**src/rtl/opfetch_pkg.sv**
```systemverilog
// ============================================================================
// Module  : opfetch_pkg
// Purpose : Shared types and constants for the operand-fetch stage.
//           - state_t  : stage occupancy (EMPTY, WAIT, FULL)
//           - REG_ZERO : index of the hardwired-zero register
// Rev     : 1.0  initial release
// ============================================================================
`default_nettype none

package opfetch_pkg;

  typedef enum logic [1:0] {
    EMPTY = 2'd0,
    WAIT  = 2'd1,
    FULL  = 2'd2
  } state_t;

  localparam int unsigned REG_ZERO = 0;

endpackage

`default_nettype wire

```
**src/rtl/opfetch_scoreboard.sv**
```systemverilog
// ============================================================================
// Module  : opfetch_scoreboard
// Purpose : Per-register busy vector tracking in-flight destination writes.
//           Index 0 is hardwired to "not busy".
// Ports   : clk, rst                    clock, async active-high reset
//           set_en_i / set_idx_i        mark a register busy (issue)
//           clr_en_i / clr_idx_i        mark a register free (writeback)
//           q1_idx_i / q1_busy_o        source-1 hazard query
//           q2_idx_i / q2_busy_o        source-2 hazard query
//           qd_idx_i / qd_busy_o        destination hazard query
// Config  : OPFETCH_BYPASS_EN - queries ignore a register that is being
//           cleared in the same cycle (same-cycle writeback release).
// Rev     : 1.0  initial release
// ============================================================================
`default_nettype none

module opfetch_scoreboard
  import opfetch_pkg::*;
#(
  parameter int ADDR_WIDTH = 5
) (
  input  logic                  clk,
  input  logic                  rst,
  input  logic                  set_en_i,
  input  logic [ADDR_WIDTH-1:0] set_idx_i,
  input  logic                  clr_en_i,
  input  logic [ADDR_WIDTH-1:0] clr_idx_i,
  input  logic [ADDR_WIDTH-1:0] q1_idx_i,
  input  logic [ADDR_WIDTH-1:0] q2_idx_i,
  input  logic [ADDR_WIDTH-1:0] qd_idx_i,
  output logic                  q1_busy_o,
  output logic                  q2_busy_o,
  output logic                  qd_busy_o
);

  localparam int NREG = 1 << ADDR_WIDTH;

  logic [NREG-1:0] busy_q;
  logic [NREG-1:0] busy_d;
  logic [NREG-1:0] set_vec;
  logic [NREG-1:0] clr_vec;
  logic [NREG-1:0] busy_eff;

  always_comb begin
    set_vec = '0;
    clr_vec = '0;
    if (set_en_i) set_vec[set_idx_i] = 1'b1;
    if (clr_en_i) clr_vec[clr_idx_i] = 1'b1;
  end

  // Clear first, then set: an issue and a writeback to the same register in
  // one cycle leave it busy (the new producer is still outstanding).
  always_comb begin
    busy_d = (busy_q & ~clr_vec) | set_vec;
    busy_d[ADDR_WIDTH'(REG_ZERO)] = 1'b0;
  end

`ifdef OPFETCH_BYPASS_EN
  // A register being written back right now counts as free; the operand is
  // forwarded from the writeback bus by the stage.
  assign busy_eff = busy_q & ~clr_vec;
`else
  assign busy_eff = busy_q;
`endif

  assign q1_busy_o = busy_eff[q1_idx_i];
  assign q2_busy_o = busy_eff[q2_idx_i];
  assign qd_busy_o = busy_eff[qd_idx_i];

  always_ff @(posedge clk or posedge rst) begin
    if (rst) busy_q <= '0;
    else     busy_q <= busy_d;
  end

endmodule

`default_nettype wire

```
**src/rtl/operand_fetch.sv**
```systemverilog
// ============================================================================
// Module  : operand_fetch
// Purpose : One-entry operand-fetch stage between decode and execute. Reads
//           source operands from the register file, stalls on RAW/WAW hazards
//           via a per-register scoreboard and issues to execute.
// Ports   : clk, rst                         clock, async active-high reset
//           flush                            discard the held instruction
//           in_valid/in_ready, in_pc, in_rs1, in_rs2, in_rd, in_rd_wen
//                                            decode-side handshake + fields
//           rf_raddr1/2, rf_rdata1/2         register-file read ports
//           wb_valid, wb_rd, wb_data         writeback bus
//           out_valid/out_ready, out_pc, out_rs1_val, out_rs2_val,
//           out_rd, out_rd_wen               execute-side handshake + fields
//           stall                            hazard is blocking issue
// Config  : OPFETCH_BYPASS_EN - same-cycle writeback releases a waiting
//           instruction and forwards wb_data as its operand. Undefined: the
//           release happens one cycle later and operands come from the RF.
// Rev     : 1.0  initial release
// ============================================================================
`default_nettype none

module operand_fetch
  import opfetch_pkg::*;
#(
  parameter int ADDR_WIDTH = 5,
  parameter int DATA_WIDTH = 32,
  parameter int PC_WIDTH   = 32
) (
  input  logic                  clk,
  input  logic                  rst,
  input  logic                  flush,
  input  logic                  in_valid,
  output logic                  in_ready,
  input  logic [PC_WIDTH-1:0]   in_pc,
  input  logic [ADDR_WIDTH-1:0] in_rs1,
  input  logic [ADDR_WIDTH-1:0] in_rs2,
  input  logic [ADDR_WIDTH-1:0] in_rd,
  input  logic                  in_rd_wen,
  output logic [ADDR_WIDTH-1:0] rf_raddr1,
  output logic [ADDR_WIDTH-1:0] rf_raddr2,
  input  logic [DATA_WIDTH-1:0] rf_rdata1,
  input  logic [DATA_WIDTH-1:0] rf_rdata2,
  input  logic                  wb_valid,
  input  logic [ADDR_WIDTH-1:0] wb_rd,
  input  logic [DATA_WIDTH-1:0] wb_data,
  output logic                  out_valid,
  input  logic                  out_ready,
  output logic [PC_WIDTH-1:0]   out_pc,
  output logic [DATA_WIDTH-1:0] out_rs1_val,
  output logic [DATA_WIDTH-1:0] out_rs2_val,
  output logic [ADDR_WIDTH-1:0] out_rd,
  output logic                  out_rd_wen,
  output logic                  stall
);

  state_t                state_q;

  // Instruction held while its operands are resolved
  logic [PC_WIDTH-1:0]   pc_q;
  logic [ADDR_WIDTH-1:0] rs1_q;
  logic [ADDR_WIDTH-1:0] rs2_q;
  logic [ADDR_WIDTH-1:0] rd_q;
  logic                  rd_wen_q;

  // Output registers presented to execute
  logic [PC_WIDTH-1:0]   out_pc_q;
  logic [DATA_WIDTH-1:0] out_rs1_q;
  logic [DATA_WIDTH-1:0] out_rs2_q;
  logic [ADDR_WIDTH-1:0] out_rd_q;
  logic                  out_rd_wen_q;

  logic                  w_rs1_busy;
  logic                  w_rs2_busy;
  logic                  w_rd_busy;
  logic                  w_hazard;
  logic                  w_capture;
  logic                  w_issue;
  logic                  w_set_en;
  logic [DATA_WIDTH-1:0] w_op1;
  logic [DATA_WIDTH-1:0] w_op2;

  assign rf_raddr1 = rs1_q;
  assign rf_raddr2 = rs2_q;

  assign w_hazard = w_rs1_busy | w_rs2_busy | (rd_wen_q & w_rd_busy);

  // flush suppresses both handshakes in its cycle, so neither side can
  // believe a transfer happened that the stage then discards.
  always_comb begin
    in_ready = 1'b0;
    case (state_q)
      EMPTY:   in_ready = 1'b1;
      FULL:    in_ready = out_ready;
      default: in_ready = 1'b0;
    endcase
    in_ready = in_ready & ~flush & ~rst;
  end

  assign out_valid = (state_q == FULL) & ~flush;
  assign stall     = (state_q == WAIT) & w_hazard;
  assign w_capture = in_valid & in_ready;
  assign w_issue   = out_valid & out_ready;
  assign w_set_en  = w_issue & out_rd_wen_q & (out_rd_q != ADDR_WIDTH'(REG_ZERO));

`ifdef OPFETCH_BYPASS_EN
  always_comb begin
    w_op1 = rf_rdata1;
    w_op2 = rf_rdata2;
    if (wb_valid && (wb_rd == rs1_q) && (rs1_q != ADDR_WIDTH'(REG_ZERO))) w_op1 = wb_data;
    if (wb_valid && (wb_rd == rs2_q) && (rs2_q != ADDR_WIDTH'(REG_ZERO))) w_op2 = wb_data;
  end
`else
  // wb_data reaches the register file externally; this stage never needs it.
  logic w_unused_wb_data;
  assign w_unused_wb_data = ^wb_data;
  assign w_op1 = rf_rdata1;
  assign w_op2 = rf_rdata2;
`endif

  opfetch_scoreboard #(
    .ADDR_WIDTH (ADDR_WIDTH)
  ) u_sb (
    .clk       (clk),
    .rst       (rst),
    .set_en_i  (w_set_en),
    .set_idx_i (out_rd_q),
    .clr_en_i  (wb_valid),
    .clr_idx_i (wb_rd),
    .q1_idx_i  (rs1_q),
    .q2_idx_i  (rs2_q),
    .qd_idx_i  (rd_q),
    .q1_busy_o (w_rs1_busy),
    .q2_busy_o (w_rs2_busy),
    .qd_busy_o (w_rd_busy)
  );

  always_ff @(posedge clk or posedge rst) begin
    if (rst) begin
      state_q      <= EMPTY;
      pc_q         <= '0;
      rs1_q        <= '0;
      rs2_q        <= '0;
      rd_q         <= '0;
      rd_wen_q     <= 1'b0;
      out_pc_q     <= '0;
      out_rs1_q    <= '0;
      out_rs2_q    <= '0;
      out_rd_q     <= '0;
      out_rd_wen_q <= 1'b0;
    end else begin
      if (w_capture) begin
        pc_q     <= in_pc;
        rs1_q    <= in_rs1;
        rs2_q    <= in_rs2;
        rd_q     <= in_rd;
        rd_wen_q <= in_rd_wen;
      end
      if (flush) begin
        state_q <= EMPTY;
      end else begin
        case (state_q)
          EMPTY: if (w_capture) state_q <= WAIT;
          WAIT: begin
            if (!w_hazard) begin
              out_pc_q     <= pc_q;
              out_rs1_q    <= w_op1;
              out_rs2_q    <= w_op2;
              out_rd_q     <= rd_q;
              out_rd_wen_q <= rd_wen_q;
              state_q      <= FULL;
            end
          end
          FULL: begin
            if (w_issue) state_q <= w_capture ? WAIT : EMPTY;
          end
          default: state_q <= EMPTY;
        endcase
      end
    end
  end

  assign out_pc      = out_pc_q;
  assign out_rs1_val = out_rs1_q;
  assign out_rs2_val = out_rs2_q;
  assign out_rd      = out_rd_q;
  assign out_rd_wen  = out_rd_wen_q;

endmodule

`default_nettype wire
```
**config.mk**
```make
export PLATFORM = sky130hd
export DESIGN_NAME = operand_fetch
export DESIGN_NICKNAME = d
export VERILOG_FILES = /design/src/rtl/opfetch_pkg.sv /design/src/rtl/opfetch_scoreboard.sv /design/src/rtl/operand_fetch.sv
export SDC_FILE = /design/constraint.sdc
export NUM_CORES = 1
export LEC_CHECK = 0
export CAP_MARGIN = 25
export CORE_ASPECT_RATIO = 0.6
export CORE_MARGIN = 5
export CORE_UTILIZATION = 46
export CTS_CLUSTER_SIZE = 24
export DETAILED_ROUTE_END_ITERATION = 7
export GPL_ROUTABILITY_DRIVEN = 0
export GPL_TIMING_DRIVEN = 0
export PLACE_DENSITY = 0.8
export RECOVER_POWER = 25
export SYNTH_ARGS = -nofsm -noshare
export SYNTH_HDL_FRONTEND = slang
export SYNTH_SLANG_ARGS = --single-unit
```
**constraint.sdc**
```tcl
create_clock -name clk -period 7.68 [get_ports clk]
set_input_delay 1.536 -clock clk [delete_from_list [all_inputs] [get_ports clk]]
set_output_delay 1.536 -clock clk [all_outputs]
set_load 0.02 [all_outputs]
```
Word level (Yosys, flattened, before mapping)
Cells that the tools add are included.

storage, ports and cells
  flip-flop bits (word level) = 183

cells by class
  $lt $le $gt $ge = 7
  equal/unequal tests = 5
  multiplexer cells = 19
  bitwise operators = 17
  reductions and logical operators = 6

operator list
  kind                                                                                  count
  32-bit 2-to-1 mux                                                                     2
  32-bit bitwise AND                                                                    1
  32-bit NOT                                                                            1
  32-bit bitwise OR                                                                     1
  5-bit by 6-bit less-than comparator with 1-bit output (second input constant)         5
  1-bit binary-select mux with 5-bit select                                             3
  1-bit demux with 5-bit select                                                         2
  5-bit by 1-bit greater-or-equal comparator with 1-bit output (second input constant)  2
  1-bit bitwise AND                                                                     9
  3-bit != test (second input constant)                                                 3
  2-bit 2-to-1 mux                                                                      4
  1-bit 2-to-1 mux                                                                      6
  2-bit case mux with 3 select lines                                                    1
  3-bit AND reduction                                                                   2
  5-bit nonzero test                                                                    1
  1-bit NOT                                                                             3
  2-bit by 1-bit == test with 1-bit output (second input constant)                      1
  2-bit == test (second input constant)                                                 1
  1-bit logical AND                                                                     2
  2-bit zero test                                                                       1
  1-bit bitwise OR                                                                      2
  1-bit case mux with 2 select lines                                                    1

Logic depth before layout (Yosys ltp)
Gate-level depths: netlist of the first run.

  depth in word-level cells = 9
  mapped depth = 10

By module
From an unflattened synthesis of the first run, not the netlist that was laid out.

unflattened totals
  cells, all modules = 563
  area, all modules = 8164.1 sq um

by module, submodules not included
  module              times used  cells each  area each (sq um)  seq. area each (sq um)
  operand_fetch       1           334         5984.5             3803.6
  opfetch_scoreboard  1           229         2179.6             775.7

Worst setup path before layout of the first run
No wires, ideal clock.

  kind = input-to-output
  start point = input port out_ready
  end point = output port in_ready
  data arrival time = 2813 ps
  required time = 6144 ps
  setup slack = 3331 ps
  stages on the path = 2
  buffers on the path = 0
  cell sequence = inv_1 > a2111oi_0

between the ends
  word-level cells in the longest chain between the ends = 3

ends and longest elaborated chain
  what                                line                 text
  start: declaration                  operand_fetch.sv:47  input logic out_ready,
  1-bit case mux with 2 select lines  operand_fetch.sv:91  case (state_q)
  1-bit bitwise AND (2 in a row)      operand_fetch.sv:96  in_ready = in_ready & ~flush & ~rst;
  end: declaration                    operand_fetch.sv:33  output logic in_ready,

No other way between the ends.

Worst setup path in the final report of the first run
  start point = register rs1_q[2] (netlist: rf_raddr1[2])
  end point = output port stall

between the ends
  word-level cells in the longest chain between the ends = 5

ends and longest elaborated chain
  what                                       line                      text
  start: declaration                         operand_fetch.sv:60       logic [ADDR_WIDTH-1:0] rs1_q;
  start signal: assignment                   operand_fetch.sv:153      rs1_q <= in_rs1;
  1-bit binary-select mux with 5-bit select  opfetch_scoreboard.sv:66  assign q1_busy_o = busy_eff[q1_idx_i];
  1-bit 2-to-1 mux (not written as such)     opfetch_scoreboard.sv:66
  1-bit bitwise OR (2 in a row)              operand_fetch.sv:85       assign w_hazard = w_rs1_busy | w_rs2_busy | (rd_wen_q & w_rd_busy);
  1-bit bitwise AND                          operand_fetch.sv:100      assign stall = (state_q == WAIT) & w_hazard;
  end: declaration                           operand_fetch.sv:53       output logic stall

No other way between the ends. The select of a mux whose other input is x is not followed.

==> results.json, run 1 <==
{
  "ys_warn_count": 0,
  "tightestPinTransition_ps": 3870,
  "clk_pin_slew_ps": 70,
  "wirelength_mm": 23.0,
  "cts_tree": "done",
  "core_mm2": 0.0173,
  "whs_ps": 500,
  "via_per_inst": 5.46,
  "postSynthAreaPerCell_um2": 14.5,
  "grt.total_usage": 0.223,
  "maxSlewViolCount": 87,
  "firstDrtPassIters": 7,
  "path_max_fanout": 10,
  "grt_pass1_wl_mm": 36.2,
  "vdd_drop_max_v": 0.000223,
  "dieArea_mm2": 0.0207,
  "status": "finished with violations",
  "dp_hpwl_mm": 17.0,
  "num_io_pins": 270,
  "cp.required_ps": 6140,
  "worstHoldStart": "pc_q[7]",
  "violations": "max-capacitance violations, max-slew violations",
  "drv_cap": 1,
  "post-place-cells": 1038,
  "io_buffers": 237,
  "grt_start_max_net_pins": 98,
  "period_minus_slack_ps": 4930,
  "startpoint": "rf_raddr1[2]",
  "hold_viol_final": 0,
  "cts_buffers": 17,
  "synth_cells": 566,
  "arrival_ps": 3390,
  "ys_ff_latch": 183,
  "max_freq_mhz": 203,
  "finalCritPeriodShare": 0.642,
  "fin_cells": 1067,
  "wl_per_cell_um": 21.5,
  "ys_types": 41,
  "cts.sinks": 183,
  "crit_type": "reg -> out",
  "vias": 5826,
  "reg2regPathDepth": 9,
  "drive_gt1_frac": 0.262,
  "grt_antenna_before_repair": 0,
  "synthToLayoutAreaGrowth_pct": 39.7,
  "start_kind": "flip-flop",
  "drcViolationCount": 0,
  "p_leak_nw": 5.11,
  "hold-path-cell-count": 1,
  "n_antenna_cell": 0,
  "post_cts_buffers": 0,
  "synth_nets": 721,
  "clk_latency_ps": 430,
  "max_slew_margin": -1.59,
  "setup_ws_ps": 2750,
  "syn_area_mm2": 0.00821,
  "reg2reg_from": "rf_raddr1[2]",
  "htreeDepth": 4,
  "rows": 37,
  "rsz0062_at_grt": "no",
  "ctsRootBufferMaster": "clkbuf_16",
  "drt_iter0_markers": 415,
  "grt_pass1_vias": 6276,
  "final_nets": 978,
  "die_h_um": 113,
  "fin_tns_setup_ps": 0,
  "hold_end": "out_pc[7]",
  "initial_core_util": 0.474,
  "hold_path.class": "reg -> reg",
  "fin_skew_ps": 17.1,
  "r2r_slack_ps": 4440,
  "hold_buffers": 0,
  "async_reset_ff_frac": 1.00,
  "overflow": 0,
  "setup_violations": 0,
  "clk_path_buf_depth": 2,
  "power_w": 0.00420,
  "dieWidth_um": 182,
  "ant_nets": 0,
  "cts_resized": 0,
  "synth-main-ff-cell": "dfrtp_1",
  "synth-edff-count": 0,
  "place_ws_ps": 2800,
  "worstSetupEndpointType": "output pin",
  "p_per_area_mw_per_mm2": 366,
  "r2r_end": "out_rs2_val[10]",
  "yosysSeqAreaShare": 0.558
}
==> layer usage <==
metal	global-route usage	share of wire
met1	0.306	0.43
met2	0.339	0.44
met5	0	0
met4	0.0585	0.014
met3	0.0822	0.11
==> where the power goes <==
group          leakage, nW  total, W  switching [W]  internal, W
logic                 2.56   0.00182       0.000819      0.00100
clock network        0.274  0.000848       0.000362     0.000486
registers             2.28   0.00153       0.000219      0.00131
total                 5.11   0.00420        0.00140      0.00280
==> flip-flops by register name, summed over array words and instances (netlist names) <==
register,flops
out_pc,32
rf_raddr2,5
out_rs1_val,32
rf_raddr1,5
pc_q,32
rd_wen_q,1
out_rd_wen,1
rd_q,5
state_q,2
u_sb.busy_eff,31
out_rs2_val,32
out_rd,5
==> cells in the mapped netlist, types with 2 or more instances <==
| cell type | number | area [µm²] |
|---|---|---|
| or3_1 | 2 | 12.5 |
| o21ai_0 | 63 | 315 |
| o22ai_1 | 2 | 12.5 |
| clkbuf_1 | 9 | 33.8 |
| nor2_1 | 10 | 37.5 |
| a21oi_1 | 6 | 30.0 |
| mux2_2 | 76 | 856 |
| nand3b_1 | 12 | 90.1 |
| nor3_1 | 3 | 15.0 |
| nand3_1 | 10 | 50.1 |
| buf_6 | 10 | 113 |
| mux4_2 | 10 | 225 |
| nand2_1 | 13 | 48.8 |
| buf_2 | 6 | 30.0 |
| and4_1 | 2 | 17.5 |
| or3b_2 | 3 | 26.3 |
| mux2_4 | 79 | 1190 |
| nand2b_1 | 6 | 37.5 |
| inv_1 | 8 | 30.0 |
| buf_1 | 4 | 15.0 |
| nor2b_1 | 3 | 18.8 |
| mux2i_1 | 24 | 240 |
| a311oi_1 | 2 | 17.5 |
| dfrtp_1 | 183 | 4580 |
| a22oi_1 | 4 | 30.0 |
==> placed cells by master (no fill, tap or decap), drive strengths merged, types with 10 or more instances in the layout <==
cell             n
dfrtp          183
o21ai           63
buf             21
nand2           13
mux4            10
nand3b          12
clkbuf          33
nor2            10
clkdlybuf4s50  236
mux2           155
mux2i           24
nand3           10
==> metrics by stage <==
stage / cell area (µm²) / util
global route: 11500 / 0.662
CTS: 11500 / 0.663
floorplan: 8210 / -
global placement: 10900 / 0.628
finish: 11500 / 0.662
detailed placement: 10900 / 0.630
==> logic make-up (layout without fill, tap and decap cells) <==
kind of cell / count (synthesis) / in the layout / share of synthesized area
AO/OA/AOI/OAI: 86 / 86 / 0.0599
buffers and inverters: 38 / 305 / 0.0279
multiplexers: 189 / 189 / 0.305
flip-flops: 183 / 183 / 0.558
AND/OR/NAND/NOR: 70 / 70 / 0.0491
==> final cells by class <==
type | count | area (µm²)
fillers | 1271 | 5840
repair buffers | 238 | 2400
inverters | 8 | 31.3
multi-input cells | 345 | 3400
flip-flops and latches | 183 | 4580
clock inverters | 6 | 67.6
clock buffers | 23 | 498
well taps | 234 | 293
plain buffers | 30 | 199
==> worst max path at each step <==
| stage | end | slack [ps] |
|---|---|---|
| finish | stall | 2750 |
| global route | out_pc[8] | 2410 |
| floorplan | out_pc[0] | 1170 |
| CTS | stall | 2780 |
| global placement | out_rs2_val[28] | -810 |
| detailed placement | in_ready | 2800 |
==> worst max-delay path: stages, from the launching register on <==
cell and delay (ps):
dfrtp_1 460, clkbuf_1 520, mux4_2 420, nor3b_2 180, a21oi_1 70, a211oi_2 480, o211a_1 250, nor2_1 50
clkdlybuf4s50_1 540
(Power assumes the default switching activity.)
==> run 2: changes to the inputs <==
clock period = 5.15 ns   (was 7.68 ns; I/O delays follow)
==> results.json, run 2 (same netlist as run 1, synthesis figures left out) <==
{
  "wl_per_cell_um": 21.6,
  "fin_tns_setup_ps": 0,
  "post_cts_buffers": 0,
  "clk_pin_slew_ps": 70,
  "rows": 37,
  "cts_tree": "done",
  "period_minus_slack_ps": 4330,
  "drive_gt1_frac": 0.265,
  "status": "finished with violations",
  "io_buffers": 237,
  "cts_buffers": 17,
  "max_slew_margin": -0.580,
  "final_cell_mix": "clkdlybuf4s50_1 (236), dfrtp_1 (183), mux2_4 (79), mux2_2 (76), o21ai_0 (63)",
  "grt_pass1_wl_mm": 36.0,
  "rsz0062_at_grt": "no",
  "m1WireLength_mm": 9.86,
  "cts_resized": 0,
  "grt_antenna_before_repair": 0,
  "max_freq_mhz": 231,
  "final_nets": 981,
  "slowest_stage": "clkdlybuf4s50_1",
  "overflow": 0,
  "fin_skew_ps": 12.5,
  "vdd_drop_max_v": 0.000300,
  "p_per_area_mw_per_mm2": 552,
  "wirelength_mm": 23.2,
  "wl_met3_mm": 2.54,
  "via_per_inst": 5.60,
  "cts.sinks": 183,
  "hold_path.class": "reg -> reg",
  "slowest_delay_ps": 530,
  "vias": 6005,
  "dp_hpwl_mm": 17.2,
  "synthToLayoutAreaGrowth_pct": 40.7,
  "ant_nets": 0,
  "drcViolationCount": 0,
  "violations": "max-capacitance violations, max-slew violations",
  "dr_wl_met2_mm": 10.3,
  "drt_iter0_markers": 435,
  "firstDrtPassIters": 6,
  "dieWidth_um": 182,
  "top_layer_used": "met5",
  "tightestPinTransition_ps": 2370,
  "hold_buffers": 0,
  "n_antenna_cell": 0,
  "worstSetupEndpointType": "output pin",
  "die_h_um": 113,
  "maxSlewViolCount": 89,
  "nFillCells": 1233,
  "clk_path_buf_depth": 2,
  "grt_pass1_vias": 6317,
  "crit_type": "reg -> out",
  "power_w": 0.00638,
  "p_leak_nw": 5.14,
  "clk_latency_ps": 430,
  "ctsRootBufferMaster": "clkbuf_16",
  "arrival_ps": 3300,
  "start_kind": "flip-flop",
  "initial_core_util": 0.474,
  "cp.required_ps": 4120,
  "dieArea_mm2": 0.0207,
  "drv_cap": 2,
  "layout_commonest_cell": "clkdlybuf4s50_1",
  "core_mm2": 0.0173,
  "num_io_pins": 270,
  "setup_violations": 0,
  "finalCritPeriodShare": 0.840,
  "path_cells": "buf_1 > mux4_2 > nor3b_2 > a21oi_1 > a211oi_2 > o211a_1 > nor2_1 > clkdlybuf4s50_1",
  "grt.total_usage": 0.221,
  "path_max_fanout": 10,
  "grt_start_max_net_pins": 48,
  "hold_viol_final": 0,
  "htreeDepth": 4
}
run 2: critical path: cells and delay by family (launching register included):
family,cells,cell delay (ps)
AOI/OAI and AO/OA,3,710
DFF,1,480
and+or+nand+nor,2,230
muxes,1,420
buffers and inverters,2,1030
run 2: final cells by class:
type	instances	area [µm²]	area share
Timing Repair Buffer	241	2420	0.209
Buffer	30	199	0.0172
Tap cell	234	293	0.0253
Clock buffer	21	470	0.0407
Multi-Input combinational cell	345	3400	0.294
Clock inverter	11	158	0.0136
Sequential cell	183	4580	0.396
Inverter	8	31.3	0.00271
run 2: power breakdown:
part           switching, W  total, W  internal (W)
Clock              0.000575   0.00139      0.000812
Combinational       0.00121   0.00271       0.00150
Sequential         0.000335   0.00228       0.00195
Total               0.00212   0.00638       0.00426
run 2: layer usage:
metal / track usage / vias up
li1: - / 2581
met1: 0.303 / 2982
met2: 0.331 / 382
met3: 0.0784 / 58
met4: 0.0735 / 2
met5: 0 / -
run 2: worst paths after layout:
kind                              startpoint               to  slack (ps)  cells after the start
min in group asynchronous                rst       state_q[1]        1270                      2
worst max register to register  rf_raddr1[2]  out_rs1_val[21]        1920                      9
worst min-delay path                pc_q[11]       out_pc[11]         500                      1
worst max-delay path            rf_raddr1[2]            stall         820                      8
worst min register to register      pc_q[11]       out_pc[11]         500                      1
max in group asynchronous                rst        out_pc[6]        1190                      3
run 2: through the flow:
stage	hold slack, ps	setup slack, ps	area [µm²]	util	cells
after floorplan	475	1640	8210	-	566
after global placement	482	558	10900	0.628	1037
after detailed placement	488	1100	11000	0.633	1041
after CTS	504	800	11600	0.669	1073
after global routing	519	531	11600	0.667	1073
final	500	825	11600	0.667	1073
